$ cat config.mk
export PLATFORM = sky130hd
export DESIGN_NAME = fetch_unit
export DESIGN_NICKNAME = d
export VERILOG_FILES = /design/src/rtl/fetch_unit.sv
export SDC_FILE = /design/constraint.sdc
export NUM_CORES = 1
export LEC_CHECK = 0
export ABC_AREA = 1
export ABC_CLOCK_PERIOD_IN_PS = 4550
export CORE_UTILIZATION = 60
export DETAILED_ROUTE_END_ITERATION = 16
export PLACE_DENSITY = 0.86
export REMOVE_ABC_BUFFERS = 1
export SYNTH_ARGS = -nofsm -noshare
export SYNTH_HDL_FRONTEND = slang
export SYNTH_SLANG_ARGS = --single-unit
export TNS_END_PERCENT = 20
$ cat constraint.sdc
create_clock -name clk -period 4.55 [get_ports clk]
set_clock_uncertainty 0.05 [all_clocks]
set_input_delay 1.365 -clock clk [delete_from_list [all_inputs] [get_ports clk]]
set_output_delay 1.365 -clock clk [all_outputs]
set_load 0.01 [all_outputs]
$ cat src/rtl/fetch_unit.sv
// fetch_unit: front-end fetch stage.
// Owns the program counter, presents it to a combinational instruction
// memory and captures {pc, instr} into a small in-order queue that decode
// drains with a valid/ready handshake. A redirect flushes the queue and
// restarts fetch at a new address.
module fetch_unit #(
  parameter logic [31:0] RESET_PC = 32'h0000_0000,
  parameter int unsigned DEPTH    = 4
) (
  input  logic                     clk,
  input  logic                     rst,
  output logic [31:0]              imem_pc,
  input  logic [31:0]              imem_instr,
  input  logic                     redirect_valid,
  input  logic [31:0]              redirect_pc,
  output logic                     out_valid,
  input  logic                     out_ready,
  output logic [31:0]              out_instr,
  output logic [31:0]              out_pc,
  output logic [$clog2(DEPTH):0]   count
);

  localparam int unsigned PTR_W = $clog2(DEPTH);
  localparam int unsigned CNT_W = PTR_W + 1;
  localparam logic [CNT_W-1:0] FULL_COUNT = CNT_W'(DEPTH);

  logic [31:0]      fetch_pc_q, fetch_pc_d;
  logic [PTR_W-1:0] head_q, head_d;
  logic [PTR_W-1:0] tail_q, tail_d;
  logic [CNT_W-1:0] count_q, count_d;
  logic [31:0]      pc_mem_q    [DEPTH];
  logic [31:0]      pc_mem_d    [DEPTH];
  logic [31:0]      instr_mem_q [DEPTH];
  logic [31:0]      instr_mem_d [DEPTH];

  logic deq;
  logic enq;

  // Handshake decode: a full queue may still accept a new word when the head
  // leaves in the same cycle, which keeps throughput at one word per cycle.
  always_comb begin
    deq = (count_q != '0) & out_ready;
    enq = ~redirect_valid & ((count_q != FULL_COUNT) | deq);
  end

  // Next-state for PC, pointers, occupancy and storage; redirect wins over
  // both enqueue and the occupancy bookkeeping of a same-cycle dequeue.
  always_comb begin
    fetch_pc_d  = fetch_pc_q;
    head_d      = head_q;
    tail_d      = tail_q;
    count_d     = count_q;
    pc_mem_d    = pc_mem_q;
    instr_mem_d = instr_mem_q;

    if (enq) begin
      pc_mem_d[tail_q]    = fetch_pc_q;
      instr_mem_d[tail_q] = imem_instr;
      tail_d              = tail_q + PTR_W'(1);
      fetch_pc_d          = fetch_pc_q + 32'd4;
    end

    if (deq) begin
      head_d = head_q + PTR_W'(1);
    end

    unique case ({enq, deq})
      2'b10:   count_d = count_q + CNT_W'(1);
      2'b01:   count_d = count_q - CNT_W'(1);
      default: count_d = count_q;
    endcase

    if (redirect_valid) begin
      head_d     = '0;
      tail_d     = '0;
      count_d    = '0;
      fetch_pc_d = redirect_pc;
    end
  end

  // State registers; reset clears every storage entry so the head reads zero.
  always_ff @(posedge clk) begin
    if (rst) begin
      fetch_pc_q <= RESET_PC;
      head_q     <= '0;
      tail_q     <= '0;
      count_q    <= '0;
      for (int i = 0; i < DEPTH; i++) begin
        pc_mem_q[i]    <= '0;
        instr_mem_q[i] <= '0;
      end
    end else begin
      fetch_pc_q  <= fetch_pc_d;
      head_q      <= head_d;
      tail_q      <= tail_d;
      count_q     <= count_d;
      pc_mem_q    <= pc_mem_d;
      instr_mem_q <= instr_mem_d;
    end
  end

  // Outputs come straight from registered state; no input reaches them.
  always_comb begin
    imem_pc   = fetch_pc_q;
    out_valid = (count_q != '0);
    out_pc    = pc_mem_q[head_q];
    out_instr = instr_mem_q[head_q];
    count     = count_q;
  end

endmodule
==> out/results.env, run 1 <==
GRT_SETUP_UNREPAIRED='no'
TNS_NS=0
CTS-ROOT-TO-SINK-BUFFERS=3
DETAIL_ROUTE.WL_PER_CELL_UM=16.8
YOSYSWARNINGS=0
FINALCRITICALPERIOD_NS=4.37
YS_TYPES=28
TIMING.CRITICAL_PATH.ARRIVAL_NS=2.96
STATIC-LEAKAGE-POWER_nW=6.01
WORST_SLEW_MARGIN_REL_PCT=53.9
VIAS=12400
LAYOUT.AREA.SEQ_UM2=5910
FINAL-SETUP-VIOL-COUNT=0
MAXIMUM_NUMBER_OF_PINS_ON_ONE_NET_BEFORE_GLOBAL_ROUTE_REPAIR=129
TIMING.FINAL.CRIT_SHARE_PCT=96.1
REMAINING_DRC_ERRORS=0
SYNTH-EDFF-COUNT=0
FP.DIEAREA_UM2=21800
YS_TOP_CELLS_BY_COUNT='dfxtp_1 (295), a21oi_1 (288), o21ai_0 (274)'
ANTENNA_VIOLATING_NETS_POST_ROUTE=0
DESIGN_POWER_TOTAL_mW=6.02
HOLD_BUFFERS=0
PATH_CLK_SLEW_NS=0.06
GRT_USE_TOTAL_PCT=31.4
MAX-VDD-IR-DROP_mV=0.335
PLACEABLECOREAREA_UM2=20500
CP_NUM_BUF_INV=3
CRITICAL_PATH_REQUIRED_NS=3.13
CTS.REPAIR.RESIZED=0
WORSTSETUPPATHTYPE='register to primary output'
SYNTHTOLAYOUTAREAGROWTH_PCT=19.8
TIMING.FMAX_MHz=229
SYNTH_SEQ_CELLS=295
MEAN_CELL_AREA_OF_THE_MAPPED_NETLIST_UM2=7.52
POST_DRT_VIA_CELL_RATIO=5.99
SYNTH_TOP_FLOP_CELL='dfxtp_1'
MULTI_INPUT_AREA_UM2=5640
PLACEMENTROWS=52
SYNTH_ASYNC_SR_FLOP_SHARE_PCT=0
POST_SYNTH_INSTANCE_AREA_UM2=12700
WORSTMARGINPINSLEW_NS=0.691
GR-TOTAL-OVERFLOW=0
POSTCTSSETUPREPAIRBUFS=0
FLOORPLAN.INITIALDENSITY_PCT=62.2
PLACE.GP.CONGESTION=0.889
POSTROUTEWIRELENGTH_UM=34800
DIEWIDTH_UM=148
CP-START-KIND='register'
FINAL_HOLD_VIOLATION_COUNT=0
HOLDCRITPATHCLASS='register to register'
POST_DETAILED_PLACEMENT_CELL_AREA_UM2=14200
WORST_SETUP_PATH_END_KIND='primary output'
SYNTH_TOP_AREA_SHARE_PCT=46.4
TIMING_MAX_TRANSITION_VIOLATIONS_FINAL=0
FINISH.INSTANCE_AREA_UM2=15300
DETAIL_ROUTE.FIRST_PASS.ITERATIONS=6
CRITICAL_PATH_PEAK_FANOUT=44
P_PER_AREA_nW_PER_UM2=394
DETAIL_PLACEMENT_HPWL_UM=20800
NUMCLOCKSINKS=295
CTS.HTREE.LEVELS=1
MAX_STAGE_DELAY_NS=0.62
SYNTHDOMINANTAREACELLTYPE='dfxtp_1'
CTS_INSERTED_BUFFERS=30
YOSYSMOSTFREQUENTCELL='dfxtp_1'
TRITONCTS='done'
NETLIST_TOP_CELLS_AREA='dfxtp_1 (46%), a21oi_1 (11%), o21ai_0 (11%)'
CRIT_SLOWEST_CELL='clkdlybuf4s50_1'
FIRST_ITER_VIOLATIONS=1258
WORST_SKEW_PAIR_LATER_PIN_LATENCY_NS=0.56
FLOORPLAN.IO_PINS=168
DIE_H_UM=148
TIMING.HOLD.WS_NS=0.458
GRT_PASS1_VIAS=11500
FIRST_PASS_GRT_WIRE_LENGTH_UM=56800
MAXCAPVIOLCOUNT=0
ROOT_BUFFER='clkbuf_16'
DESIGN.FINAL.NETS=1852
RUN_STATUS='completed'
SYNTH_SEQ_AREA_SHARE_PCT=46.4
SYN_INST=1695
PLACEMENT.IO_BUFFERS=167
FILLER_CELL_COUNT=1593
PATH_DELAY_FAMILY='buffers and inverters'
CRIT_PATH_CELL_TRACE='inv_2 -> buf_12 -> o21ai_0 -> o22ai_1 -> clkdlybuf4s50_1'
ANTENNA_FOUND_INITIAL=1
FINAL_LAYOUT_SIZE_SUFFIX_GT1_SHARE_PCT=5.17
## metrics by stage
stage                     setup slack, ns  util (%)  instances
after floorplan                     -1.56         -       1558
after global placement              0.806      69.5       2016
after detailed placement            0.829      69.5       2016
after CTS                           0.235      74.4       2068
after global routing                0.100      74.4       2068
final                               0.177      74.5       2069
## where the power goes
| part | total [mW] | internal [mW] | switching (mW) |
|---|---|---|---|
| Clock | 2.53 | 1.50 | 1.02 |
| Sequential | 2.78 | 2.70 | 0.0805 |
| Combinational | 0.709 | 0.322 | 0.386 |
| Total | 6.02 | 4.53 | 1.49 |
## flip-flops by register name, summed over array words and instances (netlist names)
register / flops
head_q: 2
instr_mem_q: 128
imem_pc: 32
pc_mem_q: 128
count: 3
tail_q: 2
## worst register-to-register path: cells and delay by family (launching register included)
kind            cells  cell delay, ns
compound gates      2            0.33
flops               1            0.40
simple gates        4            0.87
buf+inv             1            0.29
## metal layers
layer	global-route usage [%]	wire [um]	vias to the layer above
li1	-	-	5974
met1	41.1	14400	5751
met2	51.5	16300	574
met3	6.27	3070	96
met4	11.4	1090	0
met5	0	0	-
## final timing paths
kind                                              from                     endpoint  slack (ns)  cells past startpoint
worst min register to register   count[0]$_SDFFE_PP0P_        count[0]$_SDFFE_PP0P_        0.46                      1
worst max-delay path            head_q[1]$_SDFFE_PP0N_                    out_pc[7]        0.18                      5
worst min-delay path             count[0]$_SDFFE_PP0P_        count[0]$_SDFFE_PP0P_        0.46                      1
worst max register to register   count[0]$_SDFFE_PP0P_  instr_mem_q[3]$_SDFFE_PP0P_        2.51                      7
## cells by family (layout without fill, tap and decap cells)
| kind of cell | after synthesis | count (layout) | synth area share, % |
|---|---|---|---|
| flops | 295 | 295 | 46.4 |
| simple gates | 361 | 361 | 11.8 |
| buf+inv | 246 | 349 | 9.40 |
| xor+xnor | 6 | 6 | 0.413 |
| fa+ha+maj | 6 | 6 | 0.648 |
| compound gates | 781 | 781 | 31.4 |
| other cells | 0 | 1 | 0 |
## cell type report
class	count	share of cell area (%)
inverters	109	2.75
well taps	270	2.21
multi-input cells	1154	36.9
clock inverters	10	0.886
flip-flops and latches	295	38.7
clock buffers	42	5.75
repair buffers	188	12.7
diodes	1	0.0164
## layout by cell type, fill, tap and decap left out, types with 2 or more instances in the layout
cell type        netlist  layout
or2_2                  2       2
buf_12                 0       9
a21oi_1              288     288
clkdlybuf4s50_1        0     167
o21ai_1              146     146
nor2_2                 4       4
ha_1                   5       5
inv_1                104     102
xor2_1                 6       6
clkinv_4               0       2
a31oi_1                8       8
o21ai_0              274     274
nand3_1               25      25
nor2_4                 7       7
inv_4                  1       2
nand2_1              142     142
o22ai_1               64      64
clkbuf_8               0       6
clkinv_2               0       4
bufinv_16              0       3
inv_2                  3       4
clkbuf_16              0      31
clkbuf_1              70       5
dfxtp_1              295     293
nor2_1               176     176
buf_4                  0      12
No activity file was read; power rests on OpenSTA's default activity.
==> inputs of run 2 (changes only) <==
CTS_CLUSTER_SIZE = 30   (was not set)
==> results of run 2 <==
No change in the layout: final DEF, timing and power equal those of run 1.
